--- src/rtl/digipot_prog_sched.sv ---
// Shadow table of digipot wiper codes with per-entry dirty bits; dirty entries are
// scheduled round-robin onto a shared 11-bit serial bus (3-bit address, 8-bit code, MSB first).
module digipot_prog_sched #(
    parameter int          NUM_CS     = 2,
    parameter int          NUM_CH     = 4,
    parameter int          HALF_DIV   = 2,
    parameter int          GAP        = 4,
    parameter logic [7:0]  RESET_CODE = 8'h80
) (
    input  logic              fpga_clock,
    input  logic              rst_n,
    input  logic              wr_en,
    input  logic [2:0]        wr_cs,
    input  logic [2:0]        wr_ch,
    input  logic [7:0]        wr_data,
    input  logic              flush,
    input  logic              inhibit,
    output logic              busy,
    output logic              pending,
    output logic              frame_done,
    output logic              res_clk,
    output logic              res_sdi,
    output logic [NUM_CS-1:0] res_cs_n
);
    localparam int          N       = NUM_CS * NUM_CH;
    localparam int          IDX_W   = (N > 1) ? $clog2(N) : 1;
    localparam logic [3:0]  NCS_L   = 4'(NUM_CS);
    localparam logic [3:0]  NCH_L   = 4'(NUM_CH);
    localparam logic [15:0] HALF_LD = 16'(HALF_DIV - 1);
    localparam logic [15:0] GAP_LD  = 16'(GAP - 1);

    typedef enum logic [2:0] {
        ST_IDLE, ST_SCAN, ST_SETUP, ST_SHIFT_LO, ST_SHIFT_HI, ST_HOLD, ST_GAP
    } state_t;

    state_t             state_r;
    logic [15:0]        cnt_r;
    logic [3:0]         bit_r;
    logic [10:0]        frame_r;
    logic [IDX_W-1:0]   rr_ptr_r;
    logic [7:0]         table_r [N];
    logic [N-1:0]       dirty_r;

    logic               wr_ok_s;
    logic [IDX_W-1:0]   wr_idx_s;
    logic               found_s;
    logic [IDX_W-1:0]   pick_s;
    logic [10:0]        pick_frame_s;
    logic [NUM_CS-1:0]  pick_cs_n_s;
    logic [IDX_W-1:0]   next_rr_s;
    logic               scan_clr_s;
    logic [N-1:0]       dirty_next_s;
    int                 scan_j_s;

    // Write decode: out-of-range chip or channel indices are dropped.
    always_comb begin
        wr_ok_s  = ({1'b0, wr_cs} < NCS_L) && ({1'b0, wr_ch} < NCH_L);
        wr_idx_s = IDX_W'(int'(wr_cs) * NUM_CH + int'(wr_ch));
    end

    // Round-robin pick: lowest offset from rr_ptr wins, so iterate from the far end down.
    always_comb begin
        found_s  = 1'b0;
        pick_s   = '0;
        scan_j_s = 0;
        for (int k = N - 1; k >= 0; k--) begin
            scan_j_s = int'(rr_ptr_r) + k;
            scan_j_s = (scan_j_s >= N) ? scan_j_s - N : scan_j_s;
            found_s  = found_s | dirty_r[IDX_W'(scan_j_s)];
            pick_s   = dirty_r[IDX_W'(scan_j_s)] ? IDX_W'(scan_j_s) : pick_s;
        end
        pick_frame_s = {3'(int'(pick_s) % NUM_CH), table_r[pick_s]};
        for (int c = 0; c < NUM_CS; c++) begin
            pick_cs_n_s[c] = (c != int'(pick_s) / NUM_CH);
        end
        next_rr_s  = (int'(pick_s) == N - 1) ? '0 : IDX_W'(int'(pick_s) + 1);
        scan_clr_s = (state_r == ST_SCAN) && found_s;
    end

    // Dirty update: a write or flush in the scan cycle overrides the scan's clear.
    always_comb begin
        for (int i = 0; i < N; i++) begin
            dirty_next_s[i] = flush
                            | (wr_en && wr_ok_s && (wr_idx_s == IDX_W'(i)))
                            | (dirty_r[i] && !(scan_clr_s && (pick_s == IDX_W'(i))));
        end
    end

    // Shadow table, dirty bits and pending flag.
    always_ff @(posedge fpga_clock or negedge rst_n) begin
        if (!rst_n) begin
            for (int i = 0; i < N; i++) table_r[i] <= RESET_CODE;
            dirty_r <= '1;
            pending <= 1'b1;
        end else begin
            if (wr_en && wr_ok_s) table_r[wr_idx_s] <= wr_data;
            dirty_r <= dirty_next_s;
            pending <= |dirty_r;
        end
    end

    // Frame sequencer with registered bus outputs.
    always_ff @(posedge fpga_clock or negedge rst_n) begin
        if (!rst_n) begin
            state_r    <= ST_IDLE;
            cnt_r      <= 16'd0;
            bit_r      <= 4'd0;
            frame_r    <= 11'd0;
            rr_ptr_r   <= '0;
            busy       <= 1'b0;
            frame_done <= 1'b0;
            res_clk    <= 1'b0;
            res_sdi    <= 1'b0;
            res_cs_n   <= '1;
        end else begin
            frame_done <= 1'b0;
            case (state_r)
                ST_IDLE: begin
                    if (pending && !inhibit) state_r <= ST_SCAN;
                end
                ST_SCAN: begin
                    if (found_s) begin
                        frame_r  <= pick_frame_s;
                        rr_ptr_r <= next_rr_s;
                        res_cs_n <= pick_cs_n_s;
                        res_sdi  <= pick_frame_s[10];
                        res_clk  <= 1'b0;
                        cnt_r    <= HALF_LD;
                        busy     <= 1'b1;
                        state_r  <= ST_SETUP;
                    end else begin
                        state_r  <= ST_IDLE;
                    end
                end
                ST_SETUP: begin
                    if (cnt_r == 16'd0) begin
                        bit_r   <= 4'd10;
                        res_sdi <= frame_r[10];
                        cnt_r   <= HALF_LD;
                        state_r <= ST_SHIFT_LO;
                    end else begin
                        cnt_r   <= cnt_r - 16'd1;
                    end
                end
                ST_SHIFT_LO: begin
                    if (cnt_r == 16'd0) begin
                        res_clk <= 1'b1;
                        cnt_r   <= HALF_LD;
                        state_r <= ST_SHIFT_HI;
                    end else begin
                        cnt_r   <= cnt_r - 16'd1;
                    end
                end
                ST_SHIFT_HI: begin
                    if (cnt_r != 16'd0) begin
                        cnt_r   <= cnt_r - 16'd1;
                    end else if (bit_r == 4'd0) begin
                        res_clk <= 1'b0;
                        cnt_r   <= HALF_LD;
                        state_r <= ST_HOLD;
                    end else begin
                        res_clk <= 1'b0;
                        bit_r   <= bit_r - 4'd1;
                        res_sdi <= frame_r[bit_r - 4'd1];
                        cnt_r   <= HALF_LD;
                        state_r <= ST_SHIFT_LO;
                    end
                end
                ST_HOLD: begin
                    if (cnt_r == 16'd0) begin
                        res_cs_n   <= '1;
                        res_sdi    <= 1'b0;
                        frame_done <= 1'b1;
                        cnt_r      <= GAP_LD;
                        state_r    <= ST_GAP;
                    end else begin
                        cnt_r      <= cnt_r - 16'd1;
                    end
                end
                ST_GAP: begin
                    if (cnt_r == 16'd0) begin
                        busy    <= 1'b0;
                        state_r <= ST_IDLE;
                    end else begin
                        cnt_r   <= cnt_r - 16'd1;
                    end
                end
                default: begin
                    res_cs_n <= '1;
                    res_clk  <= 1'b0;
                    busy     <= 1'b0;
                    state_r  <= ST_IDLE;
                end
            endcase
        end
    end
endmodule

--- config.mk ---
export PLATFORM = sky130hd
export DESIGN_NAME = digipot_prog_sched
export DESIGN_NICKNAME = d
export VERILOG_FILES = /design/src/rtl/digipot_prog_sched.sv
export SDC_FILE = /design/constraint.sdc
export NUM_CORES = 1
export LEC_CHECK = 0
export BUFFER_PORTS_ARGS = -buffer_cell sky130_fd_sc_hd__buf_2
export CORE_AREA = 3 3 116 118
export DETAILED_ROUTE_END_ITERATION = 10
export DIE_AREA = 0 0 119 121
export PLACE_DENSITY = 0.68
export SYNTH_ARGS = -nofsm -noshare
export SYNTH_HDL_FRONTEND = slang
export SYNTH_SLANG_ARGS = --single-unit
--- constraint.sdc ---
create_clock -name fpga_clock -period 6.9 [get_ports fpga_clock]
set_input_delay 0.345 -clock fpga_clock [delete_from_list [all_inputs] [get_ports fpga_clock]]
set_output_delay 0.345 -clock fpga_clock [all_outputs]
set_load 0.02 [all_outputs]
==> metrics.md, run 1 <==
| Metric | Value |
|---|---|
| Outcome | `finished clean` |
| Vias in the first global route | `about 5,000` |
| Routed length per placed instance | `17.9 um` |
| Pleak | `0.00341 uW` |
| Area Growth Syn to Fin | `13.5%` |
| Slew of the pin with the lowest slew margin | `1160 ps` |
| Clock transition at path regs | `50 ps` |
| ANT nets after route | `0` |
| Mapped Cells | `between 600 and 700` |
| Via count | `5,003` |
| Placer Congestion | `0.902` |
| Max_slew headroom | `22.4%` |
| Layout cells sized above 1 | `between 20% and 30%` |
| H-Tree Depth | `4` |
| Ys Warns | `0` |
| Die ar. | `14,400 um2` |
| Crit path DAT | `5240 ps` |
| Initial core utilization | `51.4%` |
| DP HPWL | `9940 um` |
| Syn Area/Cell | `between 9 and 10 um2` |
| Count of cell types in the netlist | `59` |
| Largest net degree at the start of global routing | `71` |
| Antenna violations before repair | `0` |
| Top_reg_cell synth | `dfrtp_1` |
| Maximum VDD drop | `0.000216 V` |
| WS Path Type | `flip-flop to flip-flop` |
| Final hold vios | `0` |
| CP Max Fanout | `29` |
| Async S/R FF share, synth | `100%` |
| Startpoint Class | `flip-flop` |
| Final worst-path cycle share | `71.9%` |
| Unrepaired setup endpoints after global routing | `no` |
| Post-route DRC | `0` |
| Syn nets | `677` |
| # port buffers | `25` |
| Core Rows | `41` |
| Post-route setup TNS | `0 ps` |
| DRT Pass-1 Iters | `5` |
| Root Driver | `clkbuf_16` |
| Worst R2R Setup Slack | `1940 ps` |
| Latest clock arrival within the worst-skew pair | `410 ps` |
| FMAX | `around 200 MHz` |
| First-pass GRT wire length | `25,500 um` |
| DP Area | `6680 um2` |
| Core Region | `between 10,000 and 15,000 um2` |
| Number of buffers created by CTS | `17` |
| Hold buffer count at CTS | `1` |
| Post-CTS setup buffer count | `0` |
| Clock Skews | `6.16 ps` |
| Filler cells | `1,088` |
| Clock Path Buffers | `2` |
| Global Route Usage Sum | `roughly 22%` |
| Diode count | `0` |
| Worst endpoint required time | `slightly above 7000 ps` |
| Vias per cell | `5.82` |
| Die Wd | `around 120 um` |
| CTS resizes | `0` |
| Max Slew Vio Count | `0` |
| Die Y | `121 um` |
| Setup-failing EPs final | `0` |
| Number of synthesized flops with an enable pin | `0` |
| Num ports | `26` |
| CP Capture Type | `flip-flop` |
| Nets | `700` |
| Mapped cell area | `~6500 um2` |
| Hold Crit Class | `input port to flip-flop` |
| CTS tree | `done` |
| GRT overflow | `0` |
| PwrDens | `264 nW/um2` |
| Flops & latches, synth | `115` |
| Sequential area share after synthesis | `around 45%` |
| Max_cap viols | `0` |
| Post-route minimum period | `between 4000 and 5000 ps` |
| Final WL | `about 15,000 um` |
| Final Instance Area | `between 7000 and 8000 um2` |
| Clock sink count | `115` |
| DRT iter0 DRCs | `between 500 and 600` |
[final cells by class]
cell class                 instances  area, um2  share of cell area (%)
clock buffer                      23        488                    6.66
clock inverter                     9        150                    2.05
inverter                          21       78.8                    1.08
multi-input combinational        491       3330                    45.5
sequential                       115       2900                    39.6
tap                              172        215                    2.94
timing repair buffer              29        160                    2.19
[state kept, by name, indices dropped and copies added (netlist names)]
name,cells
frame_r,10
state_r,3
rr_ptr_r,3
table_r,64
res_clk,1
dirty_r,8
res_sdi,1
pending,1
res_cs_n,2
bit_r,4
cnt_r,16
busy,1
frame_done,1
[Yosys cell counts (3+ instances only)]
library cell / instances / area, um2
nand2_1: 157 / 589
dfrtp_1: 96 / 2400
mux2_2: 58 / 653
nor2_1: 49 / 184
mux2i_1: 23 / 230
o21ai_0: 21 / 105
dfstp_2: 19 / 499
a21oi_1: 16 / 80.1
clkbuf_1: 15 / 56.3
inv_1: 15 / 56.3
o22ai_1: 12 / 75.1
mux4_2: 11 / 248
nor3_1: 11 / 55.1
a22o_1: 10 / 87.6
xor2_1: 10 / 87.6
xnor2_1: 9 / 78.8
o31ai_2: 8 / 100
or3_1: 7 / 43.8
clkinv_1: 6 / 22.5
ha_1: 6 / 75.1
nand4_1: 6 / 37.5
a211o_1: 5 / 43.8
nand2b_1: 5 / 31.3
nor4_1: 5 / 31.3
a221oi_1: 4 / 35.0
and2_1: 4 / 25.0
buf_2: 4 / 20.0
buf_6: 4 / 45.0
nand3b_1: 4 / 30.0
a211oi_1: 3 / 22.5
a22oi_1: 3 / 22.5
a31oi_1: 3 / 18.8
and3_1: 3 / 18.8
nand3_1: 3 / 15.0
nor2b_1: 3 / 18.8
nor3b_1: 3 / 22.5
o31ai_1: 3 / 22.5
or4_1: 3 / 22.5
[worst paths after layout]
path / start / end / depth (start not counted)
worst max-delay path: rr_ptr_r[1] / rr_ptr_r[0] / 10
min in group asynchronous: rst_n / cnt_r[1] / 2
worst min register to register: table_r[39] / table_r[39] / 2
max in group asynchronous: rst_n / table_r[49] / 3
worst max register to register: rr_ptr_r[1] / rr_ptr_r[0] / 10
worst min-delay path: inhibit / state_r[0] / 4
[layer usage]
layer	share of wire [%]	GRT usage (%)
met4	2.2	8.54
met3	4.8	4.48
met5	0	0
met1	44	29.2
met2	49	36.9
[through the flow]
step	worst slack (ps)	hold WS, ps	utilization [%]	cells	total power (uW)
2_1_floorplan	3430	49.4	-	652	941
3_3_place_gp	2190	381	53.1	827	991
3_5_place_dp	2020	384	53.1	827	1000
4_1_cts	1950	176	58.3	860	1950
5_1_grt	1580	205	58.3	860	2010
6_report	1940	193	58.3	860	1930
[layout by cell type (no fill, tap or decap), types with 11 or more instances in the layout]
cell,netlist,final
inv_1,15,15
buf_2,4,24
nand2_1,157,157
o21ai_0,21,21
clkbuf_16,0,17
o22ai_1,12,12
dfstp_2,19,19
mux4_2,11,11
mux2_2,58,58
nor2_1,49,49
a21oi_1,16,16
mux2i_1,23,23
dfrtp_1,96,96
[kinds of logic after synthesis]
| family | count (synthesis) | synth area share (%) |
|---|---|---|
| AO/OA/AOI/OAI | 101 | 11.3 |
| XOR/XNOR | 20 | 2.83 |
| adder cells (fa/ha/maj) | 6 | 1.16 |
| buffers and inverters | 46 | 3.53 |
| flip-flops | 115 | 44.9 |
| multiplexers | 94 | 17.9 |
| AND/OR/NAND/NOR | 270 | 18.4 |
[where the power goes]
group,switching [uW],leakage [uW],internal [uW]
combinational,110,0.00164,98.9
clock,301,0.000309,640
sequential,41.6,0.00146,742
total,453,0.00341,1480
[worst max-delay path: stages (launching register included)]
cell and delay, ps:
dfrtp_1 710, clkinv_1 440, ha_1 600, mux2_2 250, nor2_1 40, a221oi_1 640
or3_1 220, nand4_2 810, ha_1 590, ha_1 220, o31ai_1 290
No activity file was read; power rests on OpenSTA's default activity.
==> inputs of run 2 (changes only) <==
--- a/config.mk
+++ b/config.mk
@@ -9,7 +9,7 @@
 export CORE_AREA = 3 3 116 118
 export DETAILED_ROUTE_END_ITERATION = 10
 export DIE_AREA = 0 0 119 121
-export PLACE_DENSITY = 0.68
+export PLACE_DENSITY = 0.7
 export SYNTH_ARGS = -nofsm -noshare
 export SYNTH_HDL_FRONTEND = slang
 export SYNTH_SLANG_ARGS = --single-unit
==> constraint.sdc (replaced) <==
create_clock -name fpga_clock -period 4.3 [get_ports fpga_clock]
set_input_delay 0.215 -clock fpga_clock [delete_from_list [all_inputs] [get_ports fpga_clock]]
set_output_delay 0.215 -clock fpga_clock [all_outputs]
set_load 0.02 [all_outputs]
==> metrics.md, run 2 (synthesis results as in run 1) <==
| Metric | Value |
|---|---|
| Outcome | `finished clean` |
| First-pass GRT wire length | `25,600 um` |
| Num ports | `26` |
| Crit-path cells | `clkinv_1 -> ha_1 -> mux2_2 -> mux2_2 -> o21a_1 -> o41ai_1 -> a211oi_1 -> o2bb2ai_1 -> inv_1 -> nand2_1 -> o22ai_1 -> o31ai_2` |
| Area Growth Syn to Fin | `13.8%` |
| WS Path Type | `flip-flop to flip-flop` |
| Vias in the first global route | `just over 5,000` |
| Max stage delay on crit path | `590 ps` |
| Layout cells sized above 1 | `approximately a quarter` |
| Worst setup path start | `rr_ptr_r[1]` |
| Hold buffer count at CTS | `1` |
| Buf/Inv on CP | `2` |
| Crit path DAT | `4130 ps` |
| Maximum VDD drop | `0.000311 V` |
| Clock transition at path regs | `50 ps` |
| FMAX | `263 MHz` |
| PwrDens | `slightly above 400 nW/um2` |
| Slowest CP cell | `ha_1` |
| Hold Crit Class | `input port to flip-flop` |
| Worst endpoint required time | `4620 ps` |
| Setup-failing EPs final | `0` |
| Final worst-path cycle share | `88.6%` |
| Latest clock arrival within the worst-skew pair | `420 ps` |
| Diode count | `0` |
| Post-route setup TNS | `0 ps` |
| Nets | `705` |
| DRT iter0 DRCs | `454` |
| Die ar. | `14,400 um2` |
| CTS resizes | `0` |
| Biggest register | `table_r` |
| Final hold vios | `0` |
| Die Y | `roughly 120 um` |
| CP Max Fanout | `9` |
| ANT nets after route | `0` |
| Power Total | `between 3000 and 4000 uW` |
| Core Rows | `41` |
| DP Area | `6730 um2` |
| Commonest non-fill, non-tap cell in the layout | `nand2_1` |
| Filler cells | `between 1,000 and 1,500` |
| Critical path's most frequent cell | `mux2_2` |
| Initial core utilization | `between 50 and 60%` |
| Register Area | `between 2000 and 3000 um2` |
| Largest net degree at the start of global routing | `72` |
| Final WL | `15,100 um` |
| H-Tree Depth | `4` |
| Clock Path Buffers | `2` |
| Post-route minimum period | `3810 ps` |
| # port buffers | `25` |
| Post-route DRC | `0` |
| Number of buffers created by CTS | `17` |
| CTS tree | `done` |
| CP top delay family | `compound AO/OA/AOI/OAI gates` |
| Max_cap viols | `0` |
| Vias per cell | `just under 6` |
| Unrepaired setup endpoints after global routing | `no` |
| Multi-input logic area | `~3300 um2` |
| Largest regs | `table_r: 64 flops, cnt_r: 16 flops, frame_r: 10 flops` |
| Pleak | `0.00342 uW` |
| GRT overflow | `0` |
| Max FFs per register | `64` |
| Util after Layout | `58.5%` |
| RR Startpoint | `rr_ptr_r[1]` |
| Clock sink count | `between 100 and 150` |
| Max_slew headroom | `38.0%` |
| Startpoint Class | `flip-flop` |
| Slew of the pin with the lowest slew margin | `924 ps` |
| Hold Path Origin | `wr_data[7]` |
| DP HPWL | `9980 um` |
| Placer Congestion | `0.948` |
| CP Capture Type | `flip-flop` |
| Hold Slack | `roughly 56 ps` |
| DRT Pass-1 Iters | `5` |
| Clock Skews | `8.79 ps` |
| Routed length per placed instance | `17.4 um` |
| Final Instance Area | `7350 um2` |
| Worst R2R Setup Slack | `490 ps` |
| Post-CTS setup buffer count | `0` |
| Via count | `5,011` |
| Antenna violations before repair | `0` |
| Die Wd | `119 um` |
| Max Slew Vio Count | `0` |
| Most frequent cells in the layout | `157 x nand2_1, 96 x dfrtp_1, 58 x mux2_2` |
| Global Route Usage Sum | `22.4%` |
| Root Driver | `clkbuf_16` |
| Core Region | `12,600 um2` |
-- run 2: cell count changes in the layout (fill, tap and decap cells not counted), sizes merged --
cell      delta
inv          +1
bufinv       -1
clkbuf       -3
buf          +5
clkinvlp     +3
-- run 2: per-stage QoR --
stage / cells / worst slack, ps
finish: 865 / 492
floorplan: 652 / 834
global placement: 832 / 773
CTS: 865 / 590
detailed placement: 832 / 623
global route: 865 / 303
-- run 2: worst reg2reg max path, stage by stage (launching register included) --
cell	delay (ps)
dfrtp_1	340
clkinv_1	250
ha_1	590
mux2_2	410
mux2_2	280
o21a_1	120
o41ai_1	280
a211oi_1	130
o2bb2ai_1	360
inv_1	200
nand2_1	330
o22ai_1	160
o31ai_2	250
-- run 2: layer usage --
metal  track usage (%)  wire length [um]
met1              29.5              6660
met2              36.9              7460
met3              5.13               788
met4              6.95               181
met5                 0                 0
-- run 2: cell type report --
cell class              count  area share [%]
multi-input cells         491            45.3
inverters                  21            1.07
clock buffers              20            6.21
well taps                 172            2.93
repair buffers             34            2.86
clock inverters            12            2.11
flip-flops and latches    115            39.5
-- run 2: worst paths after layout --
path,endpoint,depth (start not counted)
setup / recovery,frame_r[0],12
hold / removal,table_r[55],3
setup reg to reg,frame_r[0],12
hold reg to reg,table_r[23],2
max in group asynchronous,table_r[31],3
min in group asynchronous,cnt_r[5],2
-- run 2: where the power goes --
part	total, uW	leakage [uW]	internal [uW]	switching [uW]
sequential	1240	0.00146	1190	53.8
clock	1440	0.000285	940	502
combinational	357	0.00167	164	193
total	3040	0.00342	2300	748
==> inputs of run 3 (changes only) <==
--- a/config.mk
+++ b/config.mk
@@ -6,10 +6,10 @@
 export NUM_CORES = 1
 export LEC_CHECK = 0
 export BUFFER_PORTS_ARGS = -buffer_cell sky130_fd_sc_hd__buf_2
-export CORE_AREA = 3 3 116 118
+export CORE_AREA = 3 3 112 114
 export DETAILED_ROUTE_END_ITERATION = 10
-export DIE_AREA = 0 0 119 121
-export PLACE_DENSITY = 0.7
+export DIE_AREA = 0 0 115 117
+export PLACE_DENSITY = 0.75
 export SYNTH_ARGS = -nofsm -noshare
 export SYNTH_HDL_FRONTEND = slang
 export SYNTH_SLANG_ARGS = --single-unit
==> metrics.md, run 3 (synthesis results as in run 1) <==
| Metric | Value |
|---|---|
| Diode count | `0` |
| Global Route Usage Sum | `24.5%` |
| Die Y | `117 um` |
| Largest regs | `table_r: 64 flops, cnt_r: 16 flops, frame_r: 10 flops` |
| ANT nets after route | `0` |
| DP HPWL | `just under 10,000 um` |
| # port buffers | `25` |
| Placer Congestion | `0.898` |
| Pre-CTS setup slack | `670 ps` |
| Clock share of power | `around 47%` |
| Pleak | `0.00341 uW` |
| Comb pwr share | `11.8%` |
| Final WL | `15,300 um` |
| CP Capture Type | `flip-flop` |
| Antenna violations before repair | `0` |
| Final hold vios | `0` |
| WS Path Type | `flip-flop to flip-flop` |
| P_int | `2270 uW` |
| Hold Crit Class | `input port to flip-flop` |
| Clock transition at path regs | `60 ps` |
| Max stage delay on crit path | `570 ps` |
| Most frequent cells in the layout | `157 x nand2_1, 96 x dfrtp_1, 58 x mux2_2` |
| Switching share of total power | `24.8%` |
| Vias per cell | `6.10` |
| Post-route DRC | `0` |
| NetSw | `750 uW` |
| Clock Path Buffers | `2` |
| Buf/Inv on CP | `2` |
| Clock sink count | `about 120` |
| Nets | `705` |
| DRT Pass-1 Iters | `6` |
| Post-route minimum period | `3760 ps` |
| CP top delay family | `compound AO/OA/AOI/OAI gates` |
| Latest clock arrival within the worst-skew pair | `between 400 and 500 ps` |
| Critical path's most frequent cell | `mux2_2` |
| Vias in the first global route | `around 5,000` |
| First-pass GRT wire length | `between 20,000 and 30,000 um` |
| Setup-failing EPs final | `0` |
| Final worst-path cycle share | `87.4%` |
| Root Driver | `clkbuf_16` |
| Core Region | `between 10,000 and 15,000 um2` |
| Worst endpoint required time | `4630 ps` |
| H-Tree Depth | `4` |
| Max_cap viols | `0` |
| Layout cells sized above 1 | `24.2%` |
| Number of buffers created by CTS | `17` |
| Max_slew headroom | `30.1%` |
| Startpoint Class | `flip-flop` |
| CTS resizes | `0` |
| Outcome | `finished clean` |
| Max Slew Vio Count | `0` |
| DRT iter0 DRCs | `just under 600` |
| Filler cells | `roughly 890` |
| Max FFs per register | `64` |
| Initial core utilization | `56.1%` |
| Biggest register | `table_r` |
| Die ar. | `13,500 um2` |
| Reg power frac | `41.2%` |
| Slew of the pin with the lowest slew margin | `1040 ps` |
| GRT overflow | `0` |
| Commonest non-fill, non-tap cell in the layout | `nand2_1` |
| CP Max Fanout | `9` |
| CTS tree | `done` |
| Routed length per placed instance | `18.3 um` |
| Crit-path cells | `clkinv_1 -> ha_1 -> mux2_2 -> mux2_2 -> o21a_1 -> o41ai_1 -> a211oi_1 -> o2bb2ai_1 -> inv_1 -> nand2_1 -> o22ai_1 -> o31ai_2` |
| PwrDens | `414 nW/um2` |
| Clock Skews | `9.04 ps` |
| Crit path DAT | `4090 ps` |
| Via count | `approximately 5,100` |
| Num ports | `26` |
| Largest net degree at the start of global routing | `74` |
| Unrepaired setup endpoints after global routing | `no` |
| Die Wd | `115 um` |
| Post-route setup TNS | `0 ps` |
| Maximum VDD drop | `between 0.0003 and 0.0004 V` |
| Core Rows | `39` |
| Final worst slack | `542 ps` |
| Area Growth Syn to Fin | `13.1%` |
| FMAX | `266 MHz` |
| Slowest CP cell | `ha_1` |
## run 3: area by class of cell
cell class	instances	area [um2]	area share (%)
Clock buffer	18	439	6.01
Clock inverter	14	163	2.23
Inverter	21	78.8	1.08
Multi-Input combinational cell	491	3330	45.6
Sequential cell	115	2900	39.7
Tap cell	143	179	2.45
Timing Repair Buffer	34	210	2.88
## run 3: what timing repair did
item / 4_1_cts / 5_1_grt
hold endpoints to repair: 61 / 0
setup buffers: 0 / 0
setup endpoints to repair: 0 / 0
hold buffers: 1 / 0
## run 3: worst reg2reg max path, stage by stage, from the launching register on
cell and delay [ps]:
dfrtp_1 350, clkinv_1 220, ha_1 570, mux2_2 410, mux2_2 290, o21a_1 130, o41ai_1 300, a211oi_1 150
o2bb2ai_1 330, inv_1 180, nand2_1 320, o22ai_1 180, o31ai_2 240
## run 3: metal layers
metal / vias up / global-route usage (%) / wire length [um]
li1: 2367 / - / -
met1: 2528 / 32.8 / 6470
met2: 174 / 39.6 / 7570
met3: 27 / 4.94 / 873
met4: 0 / 9.39 / 342
met5: - / 0 / 0
## run 3: power groups by stage
stage	combinational [uW]	sequential [uW]	clock, uW
floorplan	267	1240	0
global placement	343	1250	0
detailed placement	354	1260	0
CTS	360	1240	1430
global route	397	1260	1490
finish	358	1250	1420
## run 3: path summary, 6_finish.rpt
path / slack [ps] / cells past startpoint / from / end
min in group asynchronous: 480 / 2 / rst_n / busy
worst max-delay path: 540 / 12 / rr_ptr_r[1] / frame_r[0]
max in group asynchronous: 2740 / 3 / rst_n / table_r[31]
worst max register to register: 540 / 12 / rr_ptr_r[1] / frame_r[0]
worst min-delay path: 50 / 3 / wr_data[7] / table_r[39]
worst min register to register: 460 / 2 / table_r[23] / table_r[23]
## run 3: through the flow
step                      std cells  hold slack, ps  total power (uW)  area [um2]  util, %
final                           836            50.0              3020        7300     63.4
after global routing            836            73.3              3140        7300     63.4
after CTS                       836            40.4              3040        7300     63.4
after detailed placement        803             408              1610        6690     58.1
after global placement          803             390              1600        6690     58.1
after floorplan                 652           -80.6              1510        6460        -
